==> src/rtl/sram_zbt_responder.sv <==
// Arbiter-facing request port onto a pipelined (ZBT) SRAM: registered pin commands,
// cycle-exact DQ ownership and fixed-latency, in-order read return.
module sram_zbt_responder #(
   parameter int unsigned ADDR_W      = 18,
   parameter int unsigned DATA_W      = 32,
   parameter int unsigned PIN_LATENCY = 1,
   parameter int unsigned INIT_CYCLES = 16
) (
   input  logic                  sram_clock,
   input  logic                  reset,
   input  logic                  sram_addr_valid,
   output logic                  sram_ready,
   input  logic [ADDR_W-1:0]     sram_addr,
   input  logic [DATA_W-1:0]     sram_data_in,
   input  logic [DATA_W/8-1:0]   sram_write_mask,
   output logic [DATA_W-1:0]     sram_data_out,
   output logic                  sram_data_out_valid,
   output logic [ADDR_W-1:0]     sram_a,
   output logic                  sram_ce_n,
   output logic                  sram_we_n,
   output logic [DATA_W/8-1:0]   sram_bw_n,
   output logic [DATA_W-1:0]     sram_dq_o,
   output logic                  sram_dq_oe,
   input  logic [DATA_W-1:0]     sram_dq_i
);

   localparam int unsigned MASK_W = DATA_W / 8;
   localparam int unsigned CNT_W  = $clog2(INIT_CYCLES + 1);

   typedef enum logic [0:0] {StInit, StRun} state_t;

   state_t             state_q;
   logic [CNT_W-1:0]   init_cnt_q;

   logic               accept;
   logic               is_write;

   // Tag pipeline: stage k holds the command accepted k+1 cycles ago.
   logic [PIN_LATENCY-1:0] wr_tag_q;
   logic [PIN_LATENCY-1:0] rd_tag_q;
   logic [DATA_W-1:0]      wr_data_q [PIN_LATENCY];
   logic                   ret_q;

   assign accept   = sram_addr_valid && sram_ready;
   assign is_write = |sram_write_mask;

   always_ff @(posedge sram_clock or negedge reset) begin
      if (!reset) begin
         state_q    <= StInit;
         init_cnt_q <= '0;
         sram_ready <= 1'b0;
      end else begin
         case (state_q)
            StInit: begin
               if (init_cnt_q == CNT_W'(INIT_CYCLES - 1)) begin
                  state_q    <= StRun;
                  sram_ready <= 1'b1;
               end else begin
                  init_cnt_q <= init_cnt_q + 1'b1;
               end
            end
            StRun: begin
               sram_ready <= 1'b1;
            end
            default: begin
               state_q    <= StInit;
               sram_ready <= 1'b0;
            end
         endcase
      end
   end

   always_ff @(posedge sram_clock or negedge reset) begin
      if (!reset) begin
         sram_ce_n <= 1'b1;
         sram_we_n <= 1'b1;
         sram_bw_n <= {MASK_W{1'b1}};
         sram_a    <= '0;
      end else begin
         sram_ce_n <= !accept;
         sram_we_n <= !(accept && is_write);
         sram_bw_n <= (accept && is_write) ? ~sram_write_mask : {MASK_W{1'b1}};
         if (accept) begin
            sram_a <= sram_addr;
         end
      end
   end

   always_ff @(posedge sram_clock or negedge reset) begin
      if (!reset) begin
         wr_tag_q <= '0;
         rd_tag_q <= '0;
         for (int unsigned i = 0; i < PIN_LATENCY; i++) begin
            wr_data_q[i] <= '0;
         end
      end else begin
         wr_tag_q[0]  <= accept && is_write;
         rd_tag_q[0]  <= accept && !is_write;
         wr_data_q[0] <= sram_data_in;
         for (int unsigned i = 1; i < PIN_LATENCY; i++) begin
            wr_tag_q[i]  <= wr_tag_q[i-1];
            rd_tag_q[i]  <= rd_tag_q[i-1];
            wr_data_q[i] <= wr_data_q[i-1];
         end
      end
   end

   // Writes own DQ one cycle after the last tag stage; reads sample DQ in that same slot.
   always_ff @(posedge sram_clock or negedge reset) begin
      if (!reset) begin
         sram_dq_oe          <= 1'b0;
         sram_dq_o           <= '0;
         ret_q               <= 1'b0;
         sram_data_out_valid <= 1'b0;
         sram_data_out       <= '0;
      end else begin
         sram_dq_oe <= wr_tag_q[PIN_LATENCY-1];
         if (wr_tag_q[PIN_LATENCY-1]) begin
            sram_dq_o <= wr_data_q[PIN_LATENCY-1];
         end
         ret_q               <= rd_tag_q[PIN_LATENCY-1];
         sram_data_out_valid <= ret_q;
         if (ret_q) begin
            sram_data_out <= sram_dq_i;
         end
      end
   end

endmodule

==> config.mk <==
export PLATFORM = sky130hd
export DESIGN_NAME = sram_zbt_responder
export DESIGN_NICKNAME = d
export VERILOG_FILES = /design/src/rtl/sram_zbt_responder.sv
export SDC_FILE = /design/constraint.sdc
export NUM_CORES = 1
export LEC_CHECK = 0
export CORE_UTILIZATION = 43
export DETAILED_ROUTE_END_ITERATION = 8
export HOLD_SLACK_MARGIN = 0.03
export PLACE_DENSITY_LB_ADDON = 0.2
export SYNTH_ARGS = -nofsm -noshare
export SYNTH_HDL_FRONTEND = slang
export SYNTH_SLANG_ARGS = --single-unit
==> constraint.sdc <==
create_clock -name sram_clock -period 2.26 [get_ports sram_clock]
set_input_delay 0.226 -clock sram_clock [delete_from_list [all_inputs] [get_ports sram_clock]]
set_output_delay 0.226 -clock sram_clock [all_outputs]
set_load 0.05 [all_outputs]
* Word-level counts from Yosys, hierarchy flattened *
Index checks and enable logic that the tools add are counted.
Widths: inputs -> output; s select.

word-level totals
  word-level logic and storage cells = 34
  output and inout port bits = 91
  register bits = 132
  bits of input ports = 89

cells by class
  bitwise operators = 3
  add/sub/neg operators = 1
  reduce and logical (&&, ||, !) cells = 8
  multiplexer cells = 5
  eq/ne operators = 2

operators with widths
  cell                 number
  $add 5x1->5 const B  1
  $eq 5x4->1 const B   1
  $mux 4               1
  $not 4->4            1
  $reduce_or 4->1      1
  $logic_and 1x1->1    3
  $logic_not 1->1      3
  $mux 1               3
  $ne 2x2->1 const B   1
  $not 1->1            2
  $pmux 1 s2           1
  $reduce_and 2->1     1

* Depth between registers and ports, before layout *
  depth in word-level cells = 3
  depth in mapped cells = 7
  gate-level depth less buffers = 7

* Worst setup path before layout *
No wires, ideal clock.

  path type = register to register
  start point = reg init_cnt_q[0]
  end point = reg init_cnt_q[1]
  data required time = 2135 ps
  setup time = 125 ps
  clock period less this slack = 1600 ps
  data arrival time = 1475 ps
  path slack = 660 ps
  buffers on the path = 0
  stages on the path, launching flop included = 6
  cell sequence = dfrtp_1 -> ha_1 -> and3_1 -> ha_1 -> nor2_1 -> mux2_2

between the ends
  longest elaborated chain between the ends = 3
  elaborated cells between the ends (all ways) = 4
  classes of those cells = add/sub (1); eq/ne (1); bitwise (1); reduce/logical (1)

ends and longest elaborated chain
  item                                                                 line  RTL
  start: declaration                                                   33    logic [CNT_W-1:0] init_cnt_q;
  start signal: assignment                                             59    init_cnt_q <= init_cnt_q + 1'b1;
  parallel branches: the longest is 3 deep, another holds $add 5x1->5  -

Parallel ways; which one is timed is not known.
A chain may end at the register's enable or synchronous reset.

* Worst setup path in the final report *
  start point = reg sram_we_n
  end point = out sram_we_n

RTL lines
  item                      line  RTL
  start: declaration        20    output logic sram_we_n,
  start signal: assignment  81    sram_we_n <= !(accept && is_write);

No word-level cell between the ends.

==> results.toml <==
[logic_synthesis]
synth_top_family_by_area = "multiplexers"
synth.avg_cell_area_um2 = 15.5
netlist_area_um2 = 4470
synthCells = 288
synthMuxAreaShare = 0.164
synth_compound_area_frac = 0.00112
synth.top_cell.area_share = 0.705
seq_area_frac_synth = 0.740
synth_xor_area_frac = 0.00588
synth_fp_nets = 379
yosysUniqueCellTypes = 20
synthAdderAreaFrac = 0.00560
synth_seq_cells = 132
yosysWarnings = 0
synth-simple-area-share = 0.0616
yosys.area.top_type = "dfrtp_1"
synthTopCellsByArea = "dfrtp_1 71%, mux2_2 15%, nand2_1 5.0%"

[critical_path]
worstSetupPathType = "flip-flop to output pin"
max_stage_delay_ps = 800
worstPathMaxFanout = 1
cp-start-kind = "flip-flop"
cp_data_arrival_time_ps = 1830
slowest_stage = "clkdlybuf4s50_1"
cp-end-kind = "output pin"
r2r_slack_ps = 530
crit_buf_inv = 1
crit_family = "buffers and inverters"
required_ps = 2030
path_cells = "clkdlybuf4s50_1"

[timing]
fin_worst_skew_ps = 4.41
finalSetupTns_ps = 0
fin_crit_ps = 2060
relSlewSlack = 0.635
hold_violations = 0
setup_viol = 0
drv_slew = 0
tightest_slew_ps = 545
rsz0062_at_grt = "false"
max_freq_mhz = 487
finalCritPeriodShare = 0.909

[final_layout]
finalNetCount = 570
diodes = 0
final_common_cell = "clkdlybuf4s50_1"
fillers = 680
final_cell_mix = "178 x clkdlybuf4s50_1, 126 x dfrtp_1, 61 x mux2_2"
areaGrowthSynthToFinish_pct = 56.1
layout-drive-gt1-share = 0.215

[grt]
grt_antenna_before_repair = 0
met3_usage = 0.0846
grt-ovfl-total = 0
grt_pass1_vias = 3072
grt_max_degree = 63
busiest_layer = "met2"
grt_util_all_layers = 0.195
grt_use_met2 = 0.311
grt_pass1_wl_um = 16000
met1_usage = 0.237

[placement]
dp_hpwl_um = 6530
place_congestion = 0.750
placement.io_buffers = 179

[power_and_ir_drop]
p_leak_nw = 3.05
ir_drop_v = 0.000502
powerDensity_nw_per_um2 = 988
total_power_mw = 6.90

[route]
drtAntennaViolNets = 0
vias = 2883
drtIter0Drc = 102
wl_per_cell_um = 15.2
totalWireLength_um = 9470
vias_per_cell = 4.61
drc_errors = 0
firstDrtPassIters = 4

[clock_network]
h-tree-depth = 4
cts.path.max_buffers = 2
postCtsSetupRepairBufs = 0
clock_latency_ps = 510
cts_buffers = 17
ctsResizeCount = 0
cts_tree = "yes"
cts.sinks = 132
clockRootBuffer = "clkbuf_8"
cts.clk_slew.worst_paths_ps = 60

[die]
initial_core_util = 0.451
rows = 36
dieArea_um2 = 10800
core-area_um2 = 9910
die_h_um = 104
dieWidth_um = 104
io-pin-count = 180

[outcome]
status = "finished, final reports clean"

[run]
max-cap-violations = 0

[worst_hold_path]
hold_class = "input pin to flip-flop"
-- where the power goes --
| group | internal [mW] | switching (mW) |
|---|---|---|
| registers | 2.61 | 0.114 |
| clock network | 1.58 | 0.935 |
| logic | 0.641 | 1.02 |
-- cell families (layout without fill, tap and decap cells) --
group	Yosys count	after routing
flops	132	132
simple gates	68	68
mux	65	65
buf+inv	17	221
xor+xnor	3	3
fa+ha+maj	2	2
compound gates	1	1
-- cell type report --
cell class	count	area [um^2]	area share
Clock buffer	21	439	0.0629
Clock inverter	11	110	0.0158
Multi-Input combinational cell	139	1060	0.152
Tap cell	133	166	0.0238
Inverter	4	15.0	0.00215
Sequential cell	132	3310	0.474
Timing Repair Buffer	185	1870	0.269
-- timing repair --
item                                    in CTS  in global routing
endpoints found under the setup margin       0                  0
hold buffers                                 1                  0
hold endpoints to repair                   126                  0
-- per-layer routing --
metal / wire [um] / share of wire
met1: 3950 / 0.42
met2: 4640 / 0.49
met3: 799 / 0.084
met4: 90 / 0.0095
met5: 0 / 0
-- cells in the mapped netlist --
| cell type | count |
|---|---|
| and3_1 | 1 |
| inv_2 | 2 |
| or4_4 | 1 |
| nand2_1 | 60 |
| nand4_1 | 1 |
| ha_1 | 2 |
| dfrtp_1 | 126 |
| mux2_2 | 61 |
| inv_1 | 2 |
| or3_1 | 1 |
| xnor2_1 | 3 |
| buf_4 | 7 |
| mux2_1 | 4 |
| and2_1 | 1 |
| nor2_1 | 2 |
| nand2_2 | 1 |
| buf_2 | 4 |
| o21ai_0 | 1 |
| clkbuf_2 | 2 |
| dfstp_2 | 6 |
-- per-stage QoR --
| stage | setup slack (ps) | util | hold slack (ps) | std cells | cell area (um^2) |
|---|---|---|---|---|---|
| floorplan | 660 | - | -69.6 | 288 | 4470 |
| global placement | 611 | 0.648 | 129 | 592 | 6420 |
| detailed placement | 563 | 0.648 | 136 | 592 | 6420 |
| CTS | 174 | 0.704 | 121 | 625 | 6980 |
| global route | 153 | 0.704 | 120 | 625 | 6980 |
| finish | 205 | 0.704 | 149 | 625 | 6980 |
-- path summary, 6_finish.rpt --
path	from	end	cells past startpoint
min in group asynchronous	reset	sram_dq_o[13]$_DFFE_PN0P_	2
setup / recovery	sram_we_n$_DFF_PN1_	sram_we_n	1
max in group asynchronous	reset	sram_we_n$_DFF_PN1_	3
hold / removal	sram_data_in[22]	wr_data_q[22]$_DFF_PN0_	1
hold reg to reg	rd_tag_q$_DFF_PN0_	ret_q$_DFF_PN0_	0
setup reg to reg	init_cnt_q[0]$_DFFE_PN0P_	init_cnt_q[1]$_DFFE_PN0P_	5
-- registers in the layout, summed over array words and instances, names as in the netlist, 4 cells and up --
| signal | cells |
|---|---|
| sram_bw_n | 4 |
| init_cnt_q | 5 |
| wr_data_q | 32 |
| sram_dq_o | 32 |
| sram_data_out | 32 |
| sram_a | 18 |
No activity file was read; power rests on OpenSTA's default activity.
